<file path="src/rtl/fetch_sequencer_if.sv">
// Fetch front-end bus: run/stall/redirect controls in, BRAM fetch and
// PC/valid pair out. The sequencer is the slave side.
interface fetch_sequencer_if #(
  parameter int PC_WIDTH  = 32,
  parameter int CNT_WIDTH = 16
);
  logic                 work_ena;
  logic                 stall;
  logic                 pc_jump;
  logic [PC_WIDTH-1:0]  pc_target;
  logic [PC_WIDTH-1:0]  bram_addr;
  logic                 bram_ren;
  logic [PC_WIDTH-1:0]  if_pc;
  logic                 if_valid;
  logic [1:0]           state_o;
  logic [CNT_WIDTH-1:0] squash_cnt;

  modport master (
    output work_ena, stall, pc_jump, pc_target,
    input  bram_addr, bram_ren, if_pc, if_valid, state_o, squash_cnt
  );

  modport slave (
    input  work_ena, stall, pc_jump, pc_target,
    output bram_addr, bram_ren, if_pc, if_valid, state_o, squash_cnt
  );
endinterface

</file>
<file path="src/rtl/fetch_sequencer.sv">
// Instruction-fetch sequencer: owns the PC, drives a 1-cycle-latency BRAM
// and emits if_pc/if_valid aligned with the BRAM data output.
module fetch_sequencer #(
  parameter int                  PC_WIDTH  = 32,
  parameter int                  PC_STEP   = 4,
  parameter logic [PC_WIDTH-1:0] RESET_PC  = '0,
  parameter int                  CNT_WIDTH = 16
) (
  input  logic           clk,
  input  logic           rst,
  fetch_sequencer_if.slave bus
);

  typedef enum logic [1:0] {
    IDLE  = 2'd0,
    RUN   = 2'd1,
    STALL = 2'd2
  } state_t;

  localparam logic [PC_WIDTH-1:0] STEP = PC_WIDTH'(PC_STEP);

  state_t               state_q, state_d;
  logic [PC_WIDTH-1:0]  pc_q, pc_d;
  logic [PC_WIDTH-1:0]  if_pc_q, if_pc_d;
  logic                 if_valid_q, if_valid_d;
  logic [CNT_WIDTH-1:0] squash_q, squash_d;
  logic                 ren;

  // A fetch is issued whenever the front end is live and either not held
  // or being redirected (the redirect fetch is issued then squashed).
  assign ren = (state_q != IDLE) && (!bus.stall || bus.pc_jump);

  assign bus.bram_addr  = pc_q;
  assign bus.bram_ren   = ren;
  assign bus.if_pc      = if_pc_q;
  assign bus.if_valid   = if_valid_q;
  assign bus.state_o    = state_q;
  assign bus.squash_cnt = squash_q;

  // State/PC register with synchronous reset.
  always_ff @(posedge clk) begin
    if (rst) begin
      state_q    <= IDLE;
      pc_q       <= RESET_PC;
      if_pc_q    <= '0;
      if_valid_q <= 1'b0;
      squash_q   <= '0;
    end else begin
      state_q    <= state_d;
      pc_q       <= pc_d;
      if_pc_q    <= if_pc_d;
      if_valid_q <= if_valid_d;
      squash_q   <= squash_d;
    end
  end

  // Next state: park > redirect > hold > advance; encoding 3 falls to IDLE.
  always_comb begin
    state_d    = state_q;
    pc_d       = pc_q;
    if_pc_d    = if_pc_q;
    if_valid_d = if_valid_q;
    squash_d   = squash_q;
    if (!bus.work_ena) begin
      state_d    = IDLE;
      pc_d       = RESET_PC;
      if_valid_d = 1'b0;
    end else begin
      case (state_q)
        IDLE: begin
          state_d = RUN;
        end
        RUN, STALL: begin
          if (bus.pc_jump) begin
            pc_d       = bus.pc_target;
            if_pc_d    = pc_q;
            if_valid_d = 1'b0;
            state_d    = bus.stall ? STALL : RUN;
            if ((if_valid_q || ren) && (squash_q != '1))
              squash_d = squash_q + 1'b1;
          end else if (bus.stall) begin
            state_d = STALL;
          end else begin
            pc_d       = pc_q + STEP;
            if_pc_d    = pc_q;
            if_valid_d = 1'b1;
            state_d    = RUN;
          end
        end
        default: begin
          state_d    = IDLE;
          pc_d       = RESET_PC;
          if_valid_d = 1'b0;
        end
      endcase
    end
  end

endmodule
</file>
<file path="src/flat_wrapper.sv">
// flat-port wrapper written by rule: the top's interface ports become plain ports
module fetch_sequencer_flat 
#(
  parameter int                  PC_WIDTH  = 32,
  parameter int                  PC_STEP   = 4,
  parameter logic [PC_WIDTH-1:0] RESET_PC  = '0,
  parameter int                  CNT_WIDTH = 16
)
  (clk, rst, bus_work_ena, bus_stall, bus_pc_jump, bus_pc_target, bus_bram_addr, bus_bram_ren, bus_if_pc, bus_if_valid, bus_state_o, bus_squash_cnt);
  fetch_sequencer_if #(.PC_WIDTH(PC_WIDTH), .CNT_WIDTH(CNT_WIDTH)) bus_i ();
  input  logic clk;
  input  logic rst;
  input wire logic [$bits(bus_i.work_ena)-1:0] bus_work_ena;
  input wire logic [$bits(bus_i.stall)-1:0] bus_stall;
  input wire logic [$bits(bus_i.pc_jump)-1:0] bus_pc_jump;
  input wire logic [$bits(bus_i.pc_target)-1:0] bus_pc_target;
  output wire logic [$bits(bus_i.bram_addr)-1:0] bus_bram_addr;
  output wire logic [$bits(bus_i.bram_ren)-1:0] bus_bram_ren;
  output wire logic [$bits(bus_i.if_pc)-1:0] bus_if_pc;
  output wire logic [$bits(bus_i.if_valid)-1:0] bus_if_valid;
  output wire logic [$bits(bus_i.state_o)-1:0] bus_state_o;
  output wire logic [$bits(bus_i.squash_cnt)-1:0] bus_squash_cnt;
  assign bus_i.work_ena = bus_work_ena;
  assign bus_i.stall = bus_stall;
  assign bus_i.pc_jump = bus_pc_jump;
  assign bus_i.pc_target = bus_pc_target;
  assign bus_bram_addr = bus_i.bram_addr;
  assign bus_bram_ren = bus_i.bram_ren;
  assign bus_if_pc = bus_i.if_pc;
  assign bus_if_valid = bus_i.if_valid;
  assign bus_state_o = bus_i.state_o;
  assign bus_squash_cnt = bus_i.squash_cnt;
  fetch_sequencer #(.PC_WIDTH(PC_WIDTH), .PC_STEP(PC_STEP), .RESET_PC(RESET_PC), .CNT_WIDTH(CNT_WIDTH)) u_core (.clk(clk), .rst(rst), .bus(bus_i));
endmodule
</file>
<file path="config.mk">
export PLATFORM = sky130hd
export DESIGN_NAME = fetch_sequencer_flat
export DESIGN_NICKNAME = d
export VERILOG_FILES = /design/src/rtl/fetch_sequencer_if.sv /design/src/rtl/fetch_sequencer.sv /design/src/flat_wrapper.sv
export SDC_FILE = /design/constraint.sdc
export NUM_CORES = 1
export LEC_CHECK = 0
export BUFFER_PORTS_ARGS = -buffer_cell sky130_fd_sc_hd__clkbuf_2
export CORE_ASPECT_RATIO = 1.4
export CORE_MARGIN = 5
export CORE_UTILIZATION = 37
export CTS_CLUSTER_SIZE = 40
export DETAILED_ROUTE_END_ITERATION = 7
export GPL_TIMING_DRIVEN = 0
export PLACE_DENSITY = 0.67
export SETUP_SLACK_MARGIN = 0.1
export SLEW_MARGIN = 25
export SYNTH_ARGS = -nofsm -noshare
export SYNTH_HDL_FRONTEND = slang
export SYNTH_SLANG_ARGS = --single-unit
</file>
<file path="constraint.sdc">
create_clock -name clk -period 2.4 [get_ports clk]
set_input_delay 0.12 -clock clk [delete_from_list [all_inputs] [get_ports clk]]
set_output_delay 0.12 -clock clk [all_outputs]
set_load 0.1 [all_outputs]
</file>
==> results.txt, run 1 <==
The run finished with clean final reports. The floorplan die height is 133 µm, and the final-stage net count is 670. dfxtp_1 takes more of the synthesized area than any other cell. The synthesized netlist contains 43 unique library cells. The number of violations of the max-capacitance limit was 0; the fraction of power spent switching nets was 23.2%. Final hold violation count: 0. The total nets after synthesis was 540; the setup fix buffers added after clock tree synthesis was 0. Using the TritonRoute via totals, the vias-per-cell ratio works out to 5.53. For the count of synthesis-stage warnings from yosys, the log shows 0. Synthesized cell area: 3980 µm². The clock tree synthesis step divided the H-tree into 3 levels. The run gives 0 as the number of antenna violations at the first check in global routing.

Yosys attributes the largest share of cell area to dfxtp_1, nand2_1, a21oi_1, a22oi_1, nor2_1. For the minimum setup slack after placement, the log shows 0.0919 ns. TritonCTS built the clock tree. The internal power of the cells totals 2330 µW. After detailed routing, the number of remaining DRC violations is 0. Count of state elements after synthesis: 83.

The tools report the overall fraction of global-route tracks in use as 20.1%. The library cell used as clock root buffer was clkbuf_16. The logs give 83 for the number of sinks driven by the clock tree and 41.8% for the fraction of the yosys area taken by sequential cells.

Headroom to the max-slew limit came out at 53.2%. Setup violations remaining at the end of the flow were counted as 0. The tools report the category of the worst setup path capture point as a register. Combinational logic is responsible for 7.3% of the overall power.

The total overflow left after global routing is 0. For met1 alone, demand over resource in global routing was 23.2%. Routability-driven placement finished with a final weighted congestion of 0.843. For the total die area, the log shows 13,000 µm². Of the post-synthesis cell area, the dominant cell type holds 41.8%. For this run, global-route usage on met3 was measured as 5.63%. The site row count was 44.

After global routing, the most crowded layer is met2. In this run the deepest clock path goes through 2 buffers. The final critical path takes up 88.5% of the cycle. The maximum clock frequency came out at 471 MHz. The total power divided by cell area was 597 nW/µm²; the number of I/O port buffers was 119. After routing, the total negative slack on setup checks comes to 0 ns. The pre-antenna-repair detailed-routing pass consisted of 5 iterations. For the clock latency at the later pin of the worst-skew pair, the log shows 0.34 ns. For the cell area after layout, the log shows 5090 µm². The analysis attributes to net switching a power of 705 µW. For this run, global-route usage on met2 was measured as 35.6%. The count of final max-slew check failures is 0.

For the worst setup path, the data arrival time is 2.38 ns. In this run, CTS created clock tree buffers numbering 9. The signal on the critical path passes through inv_1, ha_1, nor2b_1, a21o_1, clkbuf_2, o21ai_0, a21oi_1. 0 antenna diodes ended up in the layout.

In the final routed layout, each cell accounts on average for 17.1 µm. The run gives 4,267 as the overall via count from detail_route. In this run, the number of DRC markers left after iteration 0 of detailed routing was 260.

Summed over all cells, the static leakage comes to 0.00192 µW. The slew at the pin with the worst max-slew slack is 0.702 ns, and the synthesis-to-finish area growth is 28.0%. The worst path meets setup with 0.275 ns of slack. The average instance area after synthesis was 7.97 µm². The buffer and inverter count on the worst path came out at 2. The tools report the utilization after layout as 48.7%.

The placed instances occupy a cell area of 4780 µm². Once the floorplan was initialized, standard cells occupied 38.0% of the core. Setup repair after global routing left no endpoint under its margin. After clock tree synthesis, the clock-pin slew on the worst setup and hold paths is 0.05 ns.

Critical path's largest stage delay: 0.42 ns. Entering global routing, the biggest net connects 13 pins. IR analysis of the VDD net gives a maximum drop of 0.000417 V. Sequential cells burn 45.7% of the power. The largest individual stage delay along the critical path comes from the cell ha_1. The detailed-placement wirelength estimate was 9.94 mm. After filler insertion, the fill cell instance count of the layout stands at 1,044. 121 I/O pins were placed.

Wire length after detailed routing: 13.2 mm. Synthesis handed over a netlist of 499 instances. Of the cells placed in the final design, the portion with a size suffix greater than 1 is 26.7%.

Via count of the first global-routing pass: 4,174. The worst min-delay path category is in2reg. The first global-routing pass estimated 21.2 mm of wire.

The gate family responsible for the most delay along the worst path is compound AO/OA/AOI/OAI gates. Of all nets on the critical path, the largest fanout is 10. Between clock sinks in the finished design, the worst skew comes to 0.00648 ns.

The worst setup path is of the reg2reg kind. The shortest clock period the worst path allows after layout was 2.12 ns. The number of routed nets with antenna violations was 0; the width of the chip was 97.6 µm.

Data on the critical path is required at its endpoint by 2.66 ns. STA classifies the critical path startpoint as a register. The part of the total power dissipated in the clock network is 46.9%, and the area of the placeable core is 10,500 µm².
==> sequential cells by signal, summed over array words and instances, names as in the netlist <==
signal,flops
u_core.bus.bram_addr,32
u_core.bus.if_valid,1
u_core.bus.if_pc,32
u_core.bus.state_o,2
u_core.bus.squash_cnt,16
==> timing repair <==
item,CTS,global route
resized for setup,2,6
hold buffers,0,0
setup endpoints to repair,5,16
hold endpoints to repair,0,0
pin swaps,0,0
==> layout make-up <==
class,instances,area (µm²),area share [%]
tap,138,173,3.39
multi-input combinational,373,2150,42.3
clock buffer,15,278,5.46
timing repair buffer,119,596,11.7
clock inverter,1,30.0,0.590
inverter,8,30.0,0.590
sequential,83,1690,33.2
buffer,35,143,2.80
==> worst min-delay path: stages <==
cell	delay (ns)
clkbuf_2	0.08
a22oi_1	0.05
nor2_1	0.07
==> power by group through the flow <==
stage               clock network, µW  logic [µW]  registers [µW]
floorplan                           0         102            1450
global placement                    0         218            1420
detailed placement                  0         220            1420
CTS                              1460         223            1390
global route                     1520         240            1390
finish                           1430         223            1390
==> path summary, 6_finish.rpt <==
| path | to | slack, ns | cells after the start | startpoint |
|---|---|---|---|---|
| max reg2reg | u_core.bus.bram_addr[6]$_SDFFE_PP0P_ | 0.28 | 7 | u_core.bus.state_o[0]$_SDFF_PP0_ |
| max | u_core.bus.bram_addr[6]$_SDFFE_PP0P_ | 0.28 | 7 | u_core.bus.state_o[0]$_SDFF_PP0_ |
| min | u_core.bus.bram_addr[0]$_SDFFE_PP0P_ | 0.02 | 3 | bus_pc_target[0] |
| min reg2reg | u_core.bus.if_pc[9]$_SDFFE_PP0P_ | 0.46 | 2 | u_core.bus.if_pc[9]$_SDFFE_PP0P_ |
==> cell usage after synthesis (all sizes together) <==
| cell type | instances |
|---|---|
| nand4 | 17 |
| inv | 8 |
| nand2b | 3 |
| xnor2 | 11 |
| nor2 | 33 |
| nand2 | 89 |
| nor4 | 2 |
| nor2b | 3 |
| ha | 4 |
| clkbuf | 32 |
| a22oi | 22 |
| or3 | 2 |
| o41ai | 4 |
| and2 | 5 |
| o311ai | 1 |
| or4 | 3 |
| nor3b | 2 |
| and3 | 11 |
| a21o | 1 |
| a32o | 4 |
| xor2 | 14 |
| or2 | 1 |
| a211oi | 5 |
| a41oi | 1 |
| o21ai | 23 |
| a21oi | 46 |
| o31ai | 4 |
| nor3 | 11 |
| nor4b | 1 |
| dfxtp | 83 |
| a22o | 4 |
| a31oi | 2 |
| buf | 3 |
| o22ai | 15 |
| nand3 | 18 |
| a32oi | 1 |
| mux2i | 1 |
| o211ai | 3 |
| and4 | 6 |
==> per-layer routing <==
layer	up-vias	part of all wire, %
li1	2060	-
met1	2033	41
met2	166	51
met3	8	6.7
met4	0	1.1
met5	-	0
==> placed cells by master, fill, tap and decap left out, types with 6 or more instances in the layout <==
master / netlist / final
nor3_1: 11 / 11
o21ai_0: 22 / 22
nand2_1: 89 / 89
a22oi_1: 22 / 22
dfxtp_1: 83 / 62
xnor2_1: 11 / 11
a21oi_1: 46 / 45
dfxtp_2: 0 / 21
and3_1: 11 / 11
inv_1: 8 / 8
nand3_1: 17 / 17
nor2_1: 33 / 33
clkbuf_16: 0 / 9
xor2_1: 14 / 14
clkbuf_1: 31 / 29
nand4_1: 17 / 17
and4_1: 6 / 6
clkbuf_2: 1 / 125
o22ai_1: 15 / 15
==> logic make-up after synthesis <==
| logic type | count (synthesis) | synth area share, % |
|---|---|---|
| compound gates | 136 | 21.5 |
| mux | 1 | 0.252 |
| buf+inv | 43 | 4.18 |
| xor+xnor | 25 | 5.50 |
| simple gates | 207 | 25.6 |
| fa+ha+maj | 4 | 1.26 |
| flops | 83 | 41.8 |
==> stage by stage <==
step,instances,total power (µW),hold slack (ns)
4_1_cts,772,3070,0.0178
2_1_floorplan,499,1550,0.268
3_3_place_gp,756,1640,0.361
3_5_place_dp,756,1640,0.367
6_report,772,3040,0.0235
5_1_grt,772,3150,0.0280
Note: power is estimated with default switching activity, not from simulation.
==> inputs of run 2 (changes only) <==
--- a/config.mk
+++ b/config.mk
@@ -6,7 +6,7 @@
 export NUM_CORES = 1
 export LEC_CHECK = 0
 export BUFFER_PORTS_ARGS = -buffer_cell sky130_fd_sc_hd__clkbuf_2
-export CORE_ASPECT_RATIO = 1.4
+export CORE_ASPECT_RATIO = 1.5
 export CORE_MARGIN = 5
 export CORE_UTILIZATION = 37
 export CTS_CLUSTER_SIZE = 40
==> run 2 against run 1 <==
Net effect: non-clock buffer count did not move; die area is 0.11% higher; critical path type unchanged; clock power is 11% higher; maximum frequency shrank 3.2%.
==> results.txt, run 2 (same netlist as run 1, synthesis figures left out) <==
The maximum fanout count along the critical path is 10. The final-stage net count is 670, and the post-CTS clock slew at the launch and capture registers of the worst setup and hold paths is 0.06 ns. The detail-routed net length per standard cell was 17.0 µm; the detailed-route vias per instance was 5.53. The run gives 3200 µW as the total power of the final layout. The width of the chip was 94.7 µm. The number of I/O port buffers came out at 119. For the final routed database, the setup TNS stands at 0 ns.

Headroom to the max-slew limit: 53.8%. Summing over every cut layer, the via total after detailed routing is 4,299. The run finished with clean final reports. The logs give 43.4% for the register share of total power and 20.9 mm for the wire length of the first global-routing pass. The global placement routability congestion came out at 0.896. After detailed routing, the number of remaining DRC violations is 0.

Pin placement for this block handled 121 I/O pins. For the count of final max-slew check failures, the log shows 0. Master of the slowest instance on the critical path: clkbuf_1.

The run gives 46 as the site row count. Via count of the first global-routing pass: 4,278. The run gives 719 µW as the switching power. The wire length after detailed routing is 13.2 mm, and the overall fraction of global-route tracks in use is 20.5%.

The number of antenna violations at the first check in global routing is 0. The logs give 0 for the number of violations of the max-capacitance limit and 0 for the residual overflow from global routing. The total CTS buffers was 9. The total die area is 13,000 µm², and the cell leakage power is 0.00194 µW. For this run, the top clock speed supported by timing is 456 MHz.

The tools report the starting density of the core as 37.8%. Startpoint type of the worst setup path: a register. Setup repair after global routing left no endpoint under its margin. The largest net degree at the start of global routing is 14. In this design, the largest share of critical-path delay is due to simple AND/OR/NAND/NOR gates. Combinational logic burns 7.0% of the power. Internal power comes to 2480 µW.

The total power divided by cell area was 623 nW/µm². The violation count after the first detailed-routing iteration is 245. The worst path needs 2.19 ns of the cycle, external delays included. In the final layout, the share of cells above drive strength 1 is 27.0%. The worst path uses 91.4% of the clock period. The core region is 10,500 µm². In the layout the commonest cells are clkbuf_2, nand2_1, dfxtp_1. At the pin with the least slew margin, the transition time is 0.693 ns. Clock skew on the completed layout was measured at 0.00846 ns.

TritonCTS built the clock tree. The wire-length estimate of the detail-placed layout is 9.99 mm. In this run the worst hold path is classified as in2reg. The maximum level of the CTS H-tree was 3. Before antenna repair, the detailed router went through 5 iterations.

The logs give 2 for the maximum number of buffers from clock root to sink and 0 for the setup violation total in the final timing report. From bottom edge to top edge, the die measures 137 µm. Clock latency on the worst-skew pair, taken at its later pin, is 0.34 ns. At the worst endpoint, the arrival time is 2.46 ns. STA classifies the critical path endpoint as a register. The critical path's largest stage delay was 0.45 ns.

The repair_antennas step left the layout with diodes totalling 0. Across the VDD grid, the largest voltage drop is 0.000382 V. For the number of sinks driven by the clock tree, the log shows 83.

The worst setup path is of the reg2reg kind. The part of the total power dissipated in the clock network is 49.6%, and the synthesis-to-finish area growth is 29.1%. The critical path goes through inv_1, ha_1, nor2b_1, and3_1, clkbuf_1, o21ai_0, o22ai_1.

For the worst setup path, the data required time is 2.66 ns. The most common cell after layout, fill and taps aside is clkbuf_2. The detail route stage leaves a number of antenna-violating nets equal to 0.

Final hold violation count: 0. The tree is rooted in a clkbuf_16. In this run switching power makes up 22.5% of total power. The buffer and inverter count on the worst path is 2. Once the clock tree was built, the setup fixing pass inserted 0 buffers.
[run 2: cell types whose count changed in the layout (fill, tap and decap cells not counted)]
cell / change
bufinv_16: +2
clkinv_2: +2
nor2b_1: -1
nor2b_2: +1
clkbuf_8: -2
clkbuf_1: -1
clkbuf_2: -1
[run 2: final timing paths]
check,depth (start not counted),end,slack (ns),start
hold / removal,3,u_core.bus.bram_addr[1]$_SDFFE_PP0P_,0.03,bus_pc_target[1]
hold reg to reg,2,u_core.bus.if_pc[21]$_SDFFE_PP0P_,0.46,u_core.bus.if_pc[21]$_SDFFE_PP0P_
setup reg to reg,7,u_core.bus.bram_addr[22]$_SDFFE_PP0P_,0.21,u_core.bus.state_o[0]$_SDFF_PP0_
setup / recovery,7,u_core.bus.bram_addr[22]$_SDFFE_PP0P_,0.21,u_core.bus.state_o[0]$_SDFF_PP0_
[run 2: routing by layer]
metal | track usage, % | wire length, µm | vias to the layer above
li1 | - | - | 2059
met2 | 36.1 | 6790 | 181
met3 | 4.51 | 848 | 27
met1 | 23.5 | 5210 | 2032
met5 | 0 | 0 | -
met4 | 8.83 | 343 | 0
[run 2: final cells by class]
class	instances	area [µm²]
Fill cell	1036	5400
Multi-Input combinational cell	373	2160
Sequential cell	83	1690
Timing Repair Buffer	119	596
Clock buffer	11	243
Tap cell	144	180
Buffer	35	141
Clock inverter	5	100
Inverter	8	30.0
[run 2: repair_timing]
item,in CTS,in global routing
resized for setup,2,5
endpoints found under the setup margin,10,16
hold buffers,0,0
[run 2: power by group through the flow]
| stage | combinational, µW | sequential (µW) | clock, µW |
|---|---|---|---|
| 2_1_floorplan | 102 | 1450 | 0 |
| 4_1_cts | 221 | 1390 | 1610 |
| 6_report | 223 | 1390 | 1590 |
| 3_3_place_gp | 217 | 1420 | 0 |
| 5_1_grt | 241 | 1390 | 1670 |
| 3_5_place_dp | 220 | 1420 | 0 |
[run 2: stage by stage]
stage / worst slack (ns) / cell area, µm² / hold slack (ns) / utilization (%) / std cells
3_5_place_dp: 0.0769 / 4780 / 0.371 / 45.4 / 762
6_report: 0.205 / 5130 / 0.0277 / 48.8 / 778
2_1_floorplan: 0.126 / 4010 / 0.268 / - / 499
3_3_place_gp: 0.119 / 4780 / 0.361 / 45.4 / 762
4_1_cts: 0.203 / 5130 / 0.0191 / 48.7 / 778
5_1_grt: 0.109 / 5130 / 0.0469 / 48.8 / 778
[run 2: worst register-to-register path, delay by kind of cell (launching register included)]
family	cells	cell delay, ns
buffers and inverters	2	0.49
adders and majority gates	1	0.42
and+or+nand+nor	2	0.52
AOI/OAI and AO/OA	2	0.35
DFF	1	0.34
==> inputs of run 3 (changes only) <==
--- a/config.mk
+++ b/config.mk
@@ -8,13 +8,14 @@
 export BUFFER_PORTS_ARGS = -buffer_cell sky130_fd_sc_hd__clkbuf_2
 export CORE_ASPECT_RATIO = 1.5
 export CORE_MARGIN = 5
-export CORE_UTILIZATION = 37
+export CORE_UTILIZATION = 50
 export CTS_CLUSTER_SIZE = 40
 export DETAILED_ROUTE_END_ITERATION = 7
 export GPL_TIMING_DRIVEN = 0
-export PLACE_DENSITY = 0.67
+export PLACE_DENSITY = 0.84
 export SETUP_SLACK_MARGIN = 0.1
 export SLEW_MARGIN = 25
 export SYNTH_ARGS = -nofsm -noshare
 export SYNTH_HDL_FRONTEND = slang
 export SYNTH_SLANG_ARGS = --single-unit
+export TNS_END_PERCENT = 1
==> run 3 against run 2 <==
Net effect: count of clock-buffer cells in the layout is 1 higher; combinational power hardly changed; sequential share of layout area is 0.12 points higher; via count is 2.5% higher; critical path depth is 1 lower; first-iteration DRC count is 55% higher; final area is 1.6% lower; clock skew is 0.0014 ns lower; sequential cell count stayed put; highest routed layer unchanged.
==> results.txt, run 3 (same netlist as run 1, synthesis figures left out) <==
The run finished with clean final reports. STA puts the critical path data arrival time at 2.39 ns. After detailed routing, the number of vias per cell comes to 5.96. After detailed routing, the met2 layer carries 6.57 mm of wire.

Setup repair after global routing could not meet its margin everywhere. The worst setup margin is 0.242 ns, and the synthesis-to-finish area growth is 26.9%. Internal power component: 2410 µW. The run gives 670 as the final-stage net count. The layout has 705 filler cells. The worst min-delay path category was in2reg. The HPWL after detailed placement is 9.33 mm. The die covers 9880 µm². The worst register-to-register path ends at u_core.bus.bram_addr[13]$_SDFFE_PP0P_.

The number of placed instances, taps included, is 723. The worst hold path terminates at u_core.bus.bram_addr[1]$_SDFFE_PP0P_. Across the VDD grid, the largest voltage drop is 0.000417 V. For the worst setup path, the data required time is 2.63 ns. The first-pass iteration count of the detailed router is 6.

The total power divided by cell area is 622 nW/µm², and the cell area after layout is 5050 µm². Entering global routing, the biggest net connects 14 pins. The congestion estimate from routability-driven global placement came to 0.943. Proportion of power drawn by combinational gates: 7.1%.

Row generation in the floorplan step produced 40 rows. The final hold violation count was 0. The tools report the count of final max-slew check failures as 0. In this run the horizontal extent of the chip is 82.8 µm. Summing over every cut layer, the via total after detailed routing is 4,406.

The logs give 0 for the setup fix buffers added after clock tree synthesis and 735 µW for the switching power. The maximum clock frequency is 463 MHz. The die is 119 µm tall. For the final routed database, the setup TNS stands at 0 ns. The initial utilization of the core area, before any placement, comes to 50.3%. CTS saw 83 sinks. During I/O placement, the number of pins put on the boundary was 121.

The utilization after layout was 63.9%. The number of routed nets with antenna violations is 0. The most common cell after layout, fill and taps aside is clkbuf_2. In the layout the commonest cells are clkbuf_2, nand2_1, dfxtp_1. The routed design could run at a clock period as short as 2.16 ns. The run gives 25.3% as the overall fraction of global-route tracks in use. The clock reaches the later pin of the worst-skew pair after 0.34 ns. The share of final-layout standard cells stronger than drive strength 1 works out to 24.3%. TritonCTS created 9 clock buffers. Count of non-filler cells in the finished layout: 739. OpenSTA, run right after detailed placement, puts the worst setup slack at 0.138 ns.

Along the worst path, the maximum fanout reaches 9. The startpoint type of the worst setup path is a register. Across the routed clock network, the largest skew measured is 0.00701 ns. The run gives 0.00192 µW as the cell leakage power. The number of antenna violations at the first check in global routing was 0. 0 antenna diodes ended up in the layout. The maximum level of the CTS H-tree was 3; the sequential standard cell area was 1670 µm².

The worst register-to-register path has a depth of 6. The run gives 993 µm as the detailed route wirelength on metal3. In this run the standard cell core region covers 7910 µm². Across the run, the number of max-cap violations was 0. The slew at the pin with the worst max-slew slack came out at 0.686 ns.

In the final layout, the multi-input gates occupy 2160 µm². The type of the worst setup path is reg2reg. The category of the worst setup path capture point was a register. Wire length of the first global-routing pass: 20.3 mm. The post-CTS clock slew at the launch and capture registers of the worst setup and hold paths is 0.06 ns, and the via count of the first global-routing pass is 4,249.

The startpoint of the lowest-slack register-to-register path is u_core.bus.state_o[0]$_SDFF_PP0_. Summing all placed instances gives a cell area of 4710 µm². The share of the clock period used by the worst path after layout is 89.9%.

Global routing finished with a remaining overflow of 0. The number of I/O port buffers works out to 119. TritonCTS built the clock tree. The headroom to the max-slew limit is 54.2%, and the register share of total power is 44.2%. Wires add up to 12.9 mm. After the first detailed-routing iteration, the DRC count stood at 380. CTS placed an instance of clkbuf_16 at the clock tree root. The reg2reg setup slack is 0.24 ns, and the maximum number of buffers from clock root to sink is 2.

The detail-routed net length per standard cell is 17.4 µm, and the setup violation total in the final timing report is 0. The count of cells along the worst hold path was 3. The part of the total power dissipated in the clock network came out at 48.7%. The top layer reached by signal wires was met4. In this run the most critical hold path is launched from bus_pc_target[1].

The number of remaining DRC errors was 0; the fraction of power spent switching nets was 23.4%. The wire length on met1 was 4.76 mm.
run 3: cell types whose count changed in the layout (fill, tap and decap cells not counted):
cell,change
dfxtp_1,+17
clkinvlp_4,+1
clkinv_2,-1
bufinv_16,-1
dfxtp_2,-17
clkbuf_8,+1
run 3: power groups by stage:
stage	Clock, µW	Sequential, µW	Combinational, µW
floorplan	0	1450	102
global placement	0	1420	213
detailed placement	0	1420	216
CTS	1530	1390	219
global route	1600	1390	238
finish	1530	1390	222
run 3: worst max path at each step:
stage,from,endpoint,slack (ns),depth (start not counted)
6_report,u_core.bus.state_o[0]$_SDFF_PP0_,u_core.bus.bram_addr[13]$_SDFFE_PP0P_,0.24,6
3_5_place_dp,u_core.bus.state_o[0]$_SDFF_PP0_,u_core.bus.bram_addr[18]$_SDFFE_PP0P_,0.14,7
2_1_floorplan,u_core.bus.bram_addr[6]$_SDFFE_PP0P_,u_core.bus.bram_addr[20]$_SDFFE_PP0P_,-0.09,5
4_1_cts,u_core.bus.state_o[0]$_SDFF_PP0_,u_core.bus.bram_addr[3]$_SDFFE_PP0P_,0.11,7
3_3_place_gp,u_core.bus.state_o[0]$_SDFF_PP0_,u_core.bus.bram_addr[6]$_SDFFE_PP0P_,0.19,7
5_1_grt,u_core.bus.state_o[0]$_SDFF_PP0_,u_core.bus.bram_addr[30]$_SDFFE_PP0P_,0.07,7
run 3: what timing repair did:
item                                    in CTS  in global routing
pin swaps                                    0                  0
gates cloned                                 0                  0
hold buffers                                 0                  0
gates resized for setup                      1                  7
endpoints found under the setup margin       2                 20
run 3: worst max-delay path, cell delays in order, from the launching register on:
cell	delay (ns)
dfxtp_2	0.34
inv_1	0.05
ha_1	0.39
nor2b_2	0.23
a21oi_1	0.51
o21ai_0	0.23
a32o_1	0.30
run 3: metrics by stage:
step           total power [µW]  hold WS, ns
2_1_floorplan              1550        0.268
3_3_place_gp               1630        0.357
3_5_place_dp               1640        0.372
4_1_cts                    3140       0.0210
5_1_grt                    3230       0.0366
6_report                   3140       0.0230
run 3: layer usage:
layer / GRT usage [%] / vias up
met4: 15.3 / 0
met5: 0 / -
li1: - / 2056
met2: 43.5 / 246
met1: 27.8 / 2059
met3: 5.95 / 45
run 3: final cells by class:
cell class | count | share of cell area (%)
tap | 105 | 2.60
timing repair buffer | 119 | 11.8
multi-input combinational | 373 | 42.7
buffer | 35 | 2.80
sequential | 83 | 33.0
inverter | 8 | 0.595
clock inverter | 4 | 1.44
clock buffer | 12 | 5.08
